<file path="src/rtl/pipe_hazard_scoreboard.sv">
`default_nettype none
// ============================================================================
//  Module   : pipe_hazard_scoreboard
//  Brief    : RAW-hazard scoreboard and operand-forwarding select for a deep
//             in-order pipeline; tracks DEPTH in-flight destination tags.
//  Revision : 1.0  initial release
// ============================================================================
module pipe_hazard_scoreboard #(
    parameter int DEPTH       = 6,
    parameter int REG_AW      = 5,
    parameter int DATA_W      = 32,
    parameter int RESULT_SLOT = 0,
    parameter int LOAD_SLOT   = 1,
    parameter int BR_SLOT     = 2,
    parameter int SEL_W       = 3
) (
    input  logic                    clk,
    input  logic                    reset,
    input  logic                    hold,
    input  logic                    flush,
    input  logic                    issue_valid,
    input  logic [REG_AW-1:0]       issue_rs,
    input  logic [REG_AW-1:0]       issue_rt,
    input  logic                    issue_rs_used,
    input  logic                    issue_rt_used,
    input  logic                    issue_wr_en,
    input  logic [REG_AW-1:0]       issue_wr_reg,
    input  logic                    issue_is_load,
    input  logic [DATA_W-1:0]       rf_rs_data,
    input  logic [DATA_W-1:0]       rf_rt_data,
    input  logic [DEPTH*DATA_W-1:0] slot_data,
    output logic                    stall,
    output logic [SEL_W-1:0]        fwd_rs_sel,
    output logic [SEL_W-1:0]        fwd_rt_sel,
    output logic [DATA_W-1:0]       rs_data,
    output logic [DATA_W-1:0]       rt_data,
    output logic [15:0]             stall_count
);

    localparam logic [15:0] C_CNT_MAX = 16'hFFFF;

    logic [DEPTH-1:0]  r_valid_q,   w_valid_d;
    logic [DEPTH-1:0]  r_wr_en_q,   w_wr_en_d;
    logic [DEPTH-1:0]  r_is_load_q, w_is_load_d;
    logic [REG_AW-1:0] r_wr_reg_q [DEPTH];
    logic [REG_AW-1:0] w_wr_reg_d [DEPTH];
    logic [15:0]       r_stall_count_q, w_stall_count_d;

    logic              w_rs_hit, w_rt_hit, w_rs_load, w_rt_load;
    logic              w_rs_fwd, w_rt_fwd, w_rs_haz, w_rt_haz, w_stall;
    int                w_rs_idx, w_rt_idx;
    logic [DATA_W-1:0] w_rs_slot, w_rt_slot;

    // Scanning from the oldest slot down leaves the youngest match selected.
    always_comb begin
        w_rs_hit  = 1'b0;
        w_rs_idx  = 0;
        w_rs_load = 1'b0;
        w_rs_slot = '0;
        w_rt_hit  = 1'b0;
        w_rt_idx  = 0;
        w_rt_load = 1'b0;
        w_rt_slot = '0;
        for (int k = DEPTH - 1; k >= 0; k--) begin
            if (r_valid_q[k] && r_wr_en_q[k] && issue_rs_used &&
                (issue_rs != '0) && (r_wr_reg_q[k] == issue_rs)) begin
                w_rs_hit  = 1'b1;
                w_rs_idx  = k;
                w_rs_load = r_is_load_q[k];
                w_rs_slot = slot_data[k*DATA_W +: DATA_W];
            end
            if (r_valid_q[k] && r_wr_en_q[k] && issue_rt_used &&
                (issue_rt != '0) && (r_wr_reg_q[k] == issue_rt)) begin
                w_rt_hit  = 1'b1;
                w_rt_idx  = k;
                w_rt_load = r_is_load_q[k];
                w_rt_slot = slot_data[k*DATA_W +: DATA_W];
            end
        end
        w_rs_fwd = w_rs_hit && (w_rs_idx >= (w_rs_load ? LOAD_SLOT : RESULT_SLOT));
        w_rt_fwd = w_rt_hit && (w_rt_idx >= (w_rt_load ? LOAD_SLOT : RESULT_SLOT));
        w_rs_haz = w_rs_hit && !w_rs_fwd;
        w_rt_haz = w_rt_hit && !w_rt_fwd;
    end

    always_comb begin
        w_stall    = issue_valid && (w_rs_haz || w_rt_haz) && !flush;
        fwd_rs_sel = '0;
        fwd_rt_sel = '0;
        rs_data    = rf_rs_data;
        rt_data    = rf_rt_data;
        if (w_rs_fwd && !w_stall) begin
            fwd_rs_sel = SEL_W'(w_rs_idx + 1);
            rs_data    = w_rs_slot;
        end
        if (w_rt_fwd && !w_stall) begin
            fwd_rt_sel = SEL_W'(w_rt_idx + 1);
            rt_data    = w_rt_slot;
        end
    end

    assign stall       = w_stall;
    assign stall_count = r_stall_count_q;

    always_comb begin
        w_valid_d       = r_valid_q;
        w_wr_en_d       = r_wr_en_q;
        w_is_load_d     = r_is_load_q;
        w_wr_reg_d      = r_wr_reg_q;
        w_stall_count_d = r_stall_count_q;
        if (!hold) begin
            for (int k = 1; k < DEPTH; k++) begin
                w_valid_d[k]   = r_valid_q[k-1];
                w_wr_en_d[k]   = r_wr_en_q[k-1];
                w_is_load_d[k] = r_is_load_q[k-1];
                w_wr_reg_d[k]  = r_wr_reg_q[k-1];
            end
            w_valid_d[0]   = issue_valid && !w_stall && !flush;
            w_wr_en_d[0]   = issue_wr_en;
            w_is_load_d[0] = issue_is_load;
            w_wr_reg_d[0]  = issue_wr_reg;
            // Branch kill applies to the post-shift view of the younger slots.
            if (flush) begin
                for (int k = 0; k < DEPTH; k++) begin
                    if (k < BR_SLOT) begin
                        w_valid_d[k] = 1'b0;
                    end
                end
            end
            if (w_stall && (r_stall_count_q != C_CNT_MAX)) begin
                w_stall_count_d = r_stall_count_q + 16'd1;
            end
        end
    end

    always_ff @(posedge clk) begin
        if (reset) begin
            r_valid_q       <= '0;
            r_wr_en_q       <= '0;
            r_is_load_q     <= '0;
            r_stall_count_q <= '0;
            for (int k = 0; k < DEPTH; k++) begin
                r_wr_reg_q[k] <= '0;
            end
        end else begin
            r_valid_q       <= w_valid_d;
            r_wr_en_q       <= w_wr_en_d;
            r_is_load_q     <= w_is_load_d;
            r_wr_reg_q      <= w_wr_reg_d;
            r_stall_count_q <= w_stall_count_d;
        end
    end

endmodule
`default_nettype wire

</file>
<file path="config.mk">
export PLATFORM = sky130hd
export DESIGN_NAME = pipe_hazard_scoreboard
export DESIGN_NICKNAME = d
export VERILOG_FILES = /design/src/rtl/pipe_hazard_scoreboard.sv
export SDC_FILE = /design/constraint.sdc
export NUM_CORES = 1
export LEC_CHECK = 0
export CAP_MARGIN = 0
export CORE_AREA = 2 2 144 146
export DETAILED_ROUTE_END_ITERATION = 7
export DIE_AREA = 0 0 146 148
export GPL_TIMING_DRIVEN = 1
export HOLD_SLACK_MARGIN = 0.12
export PLACE_DENSITY = 0.8
export SKIP_CTS_REPAIR_TIMING = 1
export SYNTH_ARGS = -nofsm -noshare
export SYNTH_HDL_FRONTEND = slang
export SYNTH_SLANG_ARGS = --single-unit
</file>
<file path="constraint.sdc">
create_clock -name clk -period 9.52 [get_ports clk]
set_clock_uncertainty 0.2 [all_clocks]
set_input_delay 2.38 -clock clk [delete_from_list [all_inputs] [get_ports clk]]
set_output_delay 2.38 -clock clk [all_outputs]
set_load 0.03 [all_outputs]
</file>
-- Word-level counts from Yosys, hierarchy flattened
Cells that the tools add are included.
W data, S select, Z words.
- bits of input ports: 280
- register bits after elaboration: 64
- multiplexer cells: 55
- eq/ne operators: 13
- bitwise operators: 1
- add/sub/neg operators: 3
- magnitude comparators: 2
- reductions and logical operators: 61
- operators with widths (kind ; number):
    $mux W32 ; 24
    $ge A32 B2 Y1 ; 2
    $eq A5 B5 Y1 ; 12
    $logic_and A1 B1 Y1 ; 53
    $mux W1 ; 26
    $add A16 B1 Y16 const B ; 1
    $ne A16 B16 Y1 const B ; 1
    $mux W3 ; 4
    $reduce_bool A5 Y1 ; 2
    $add A3 B2 Y3 const B ; 2
    $logic_not A1 Y1 ; 4
    $mux W2 ; 1
    $reduce_and A2 Y1 ; 1
    $logic_or A1 B1 Y1 ; 1
    $not A1 Y1 ; 1

-- Longest topological paths before layout
- depth after elaboration: 22
- mapped depth: 19
- mapped depth without buffers: 14

-- Worst setup path after synthesis
OpenSTA, ideal clock, no wires.
- kind: input to output
- from: input port issue_rs[0]
- to: output port rt_data[10]
- required time: 6.940 ns
- setup slack: 0.855 ns
- stages on the path: 18
- arrival: 6.085 ns
- path through: buf_4 or3_4 o21a_1 and3_1 clkbuf_2 buf_2 buf_2 a221oi_1 nor3_1 a211oi_1 a31oi_1 ha_1 nor2b_1 a41oi_1 and2_1 buf_2 buf_2 a31oi_1
- cells in the longest elaborated chain, start to end: 20
- elaborated cells between the ends (all ways): 48
- classes of those cells: 1 x order compare; 6 x eq/ne; 20 x mux; 21 x reduce/logical
- ends and longest elaborated chain (element ; line ; source):
    from (decl) ; 22 ; input logic [REG_AW-1:0] issue_rs,
    $reduce_bool A5 Y1 ; 66 ; (issue_rs != '0) && (r_wr_reg_q[k] == issue_rs)) begin
    $logic_and A1 B1 Y1 ; 65 ; if (r_valid_q[k] && r_wr_en_q[k] && issue_rs_used &&
    $logic_and A1 B1 Y1 ; 66 ;
    $mux W1 (6 in series) ; 65 ;
    $mux W1 ; 80 ; w_rs_fwd = w_rs_hit && (w_rs_idx >= (w_rs_load ? LOAD_SLOT : RESULT_SLOT));
    $ge A32 B2 Y1 ; 80 ;
    $logic_and A1 B1 Y1 ; 80 ;
    $logic_not A1 Y1 ; 82 ; w_rs_haz = w_rs_hit && !w_rs_fwd;
    $logic_and A1 B1 Y1 * ; 82 ;
    $logic_or A1 B1 Y1 * ; 87 ; w_stall = issue_valid && (w_rs_haz || w_rt_haz) && !flush;
    $logic_and A1 B1 Y1 * (2 in series) ; 87 ;
    $logic_not A1 Y1 * ; 96 ; if (w_rt_fwd && !w_stall) begin
    $logic_and A1 B1 Y1 * ; 96 ;
    $mux W32 * ; 96 ;
    to (decl) ; 36 ; output logic [DATA_W-1:0] rt_data,
Every way passes the cells marked *; elsewhere a longest branch is shown, timed or not.

-- Worst setup path after layout
- from: input port issue_rs[1]
- to: output port rt_data[30]
The elaborated chain is that of the path after synthesis.

==> impl_metrics.toml <==
[grt]
gr-total-overflow = 0
grt_first_pass_wirelength_mm = 55.01
grt_use_total = 0.3245
grt_pass1_vias = 9261
antenna_found_initial = 10
grt_max_degree = 68

[worst_setup_path]
crit_type = "in -> out"
required_ns = 6.94
r2r_start = "r_wr_reg_q[18]$_SDFFE_PP0N_"
crit_arrival_ns = 6.79
startpoint = "issue_rs[1]"
start_kind = "input pin"
cp-end-kind = "primary output"
worstPathMaxFanout = 19

[power_and_ir_drop]
pwr-share-clk = 0.393
power_density_nw_per_um2 = 75.08
vdd_drop_max_mv = 0.08739
seq_power_share = 0.313
leakage_nw = 4.401
fin_total_pwr_mw = 0.8851
internal_power_mw = 0.6528
pwr-share-comb = 0.294
swShare = 0.2625
p_switching_mw = 0.2323

[yosys]
syn-cell-area_um2 = 7335
synth_cells = 993
synth-async-reset-ratio = 0
synth_top_area_share = 0.1747
postSynthAreaPerCell_um2 = 7.386
synth_area_leaders = "dfxtp_1, nor2_1, a221oi_1"
synth_xor_area_frac = 0.08001
synth_compound_area_frac = 0.2934
syn_nets = 1278
ys_ff_latch = 64
synth.largest_area_cell = "dfxtp_1"
ys_seq_area_frac = 0.1747
synth_top_family_by_area = "compound AO/OA/AOI/OAI gates"
synth.area.mux_share = 0.1208
yosys_warnings = 0
synthAdderAreaFrac = 0.008530
ys.flop_type = "dfxtp_1"
synth_simple_gate_area_share = 0.2603
synth_cell_types = 61
synth_edf_count = 0

[min_path]
min_from = "r_valid_q[0]$_SDFFE_PP0N_"
hold_class = "reg -> reg"

[clocking]
cts_tree = "built"
clock_sinks = 64
cts.clk_slew.worst_paths_ns = 0.05
cts_inserted_buffers = 9
htreeDepth = 3
insertion_delay_ns = 0.33
clockRootBuffer = "clkbuf_16"
cts_buffer_depth = 2

[routing]
drc = 0
vias = 9825
via_per_inst = 6.087
drt_iter0_markers = 778
dr.pass1.iters = 7
ant_nets = 0
wl_per_cell_um = 23.17
totalWireLength_mm = 37.40

[floorplan]
rows = 52
die_x_um = 146
core_um2 = 20040
die_h_um = 148
ioPinCount = 367
dieArea_um2 = 21610
start_util = 0.3660

[place]
port_buffers = 366
pre_cts_ws_ns = 0.1453
dpl_cell_area_um2 = 11420
gp_congestion = 0.9696
dpl.hpwl_mm = 28.46

[cells_and_area]
final_core_util = 0.5883
fillers = 1862
drive_gt1_frac = 0.09132
final_nets = 1616
syn_to_final_growth_pct = 60.73
final_cell_mix = "clkdlybuf4s50_1, nor2_1, buf_4"
final_common_cell = "clkdlybuf4s50_1"
fin_area_um2 = 11790

[sta]
finalCritPeriodShare = 0.9840
setup_viol = 0
drv_slew = 0
hold_viol = 0
finalWorstSetupSlack_ns = 0.1521
rsz0062_at_grt = "no"
finalSetupTns_ns = 0
period_minus_slack_ns = 9.368
worst_pin_slew_ns = 1.203
fmax_mhz = 106.7
relSlewSlack = 0.1981

[status]
status = "completed"

[flow_run]
cap_violations = 0
sequential cells by signal, indices dropped and copies added, names as in the netlist:
register	count
r_valid_q	6
r_wr_reg_q	30
r_wr_en_q	6
r_is_load_q	6
stall_count	16
per-stage QoR:
step                      hold slack, ns  cells
after global routing              0.3238   1614
after floorplan                   0.2492    993
after detailed placement          0.2739   1587
after CTS                         0.2869   1603
final                             0.2931   1614
after global placement            0.2736   1587
Yosys cell counts, drive strengths merged (3+ instances only):
library cell,number
nor2,163
nor2b,9
mux2i,48
dfxtp,64
o31ai,5
or4,6
o211ai,3
clkbuf,55
nor4,8
o22ai,6
nand2b,3
a22oi,33
a211oi,41
o221ai,6
nand3,11
nand2,23
ha,5
nor3,8
o21ai,65
and3,37
or3,36
or4b,26
a221oi,58
and3b,6
mux2,36
and2,5
inv,8
a21oi,45
buf,41
xor2,25
a31oi,35
xnor2,42
a2111oi,4
nand4,12
power groups by stage:
stage | Sequential (mW) | Combinational, mW | Clock [mW]
final | 0.277 | 0.260 | 0.348
after global routing | 0.277 | 0.273 | 0.367
after CTS | 0.277 | 0.258 | 0.351
after detailed placement | 0.283 | 0.256 | 0
after global placement | 0.283 | 0.254 | 0
after floorplan | 0.281 | 0.0857 | 0
worst paths after layout:
check	slack [ns]	end	cells after the start
min	0.29	r_valid_q[0]$_SDFFE_PP0N_	2
max reg2reg	5.48	stall_count[13]$_SDFFE_PP0P_	14
min reg2reg	0.29	r_valid_q[0]$_SDFFE_PP0N_	2
max	0.15	rt_data[30]	16
layer usage:
metal,vias up,share of wire,track usage
met1,4632,0.39,0.4095
met3,114,0.10,0.08272
li1,4464,-,-
met4,4,0.043,0.1393
met2,611,0.47,0.5264
met5,-,0.00061,0
kinds of logic after synthesis:
kind of cell,after synthesis
and+or+nand+nor,358
AOI/OAI and AO/OA,311
buffers and inverters,104
muxes,84
xor gates and xnor gates,67
DFF,64
adders and majority gates,5
final cells by class:
class                   instances  area (um2)  area share
repair buffers                423        4106      0.3483
diodes                          8       20.02    0.001698
clock inverters                 6       83.83    0.007111
clock buffers                  10       229.0     0.01942
inverters                       8       30.03    0.002547
multi-input cells             825        5700      0.4835
well taps                     270       337.8     0.02866
flip-flops and latches         64        1281      0.1087
worst max-delay path: stages:
cell	delay (ns)
clkdlybuf4s50_1	0.63
buf_4	0.21
xnor2_1	0.11
nand4_1	0.14
nor4_2	0.64
nor3_1	0.16
a211oi_1	0.28
a31oi_1	0.08
ha_1	0.28
nor2b_1	0.15
buf_4	0.16
a41oi_4	0.15
and2_1	0.20
buf_4	0.22
a31oi_1	0.25
clkdlybuf4s50_1	0.72
Power figures use the tool's default switching activity.
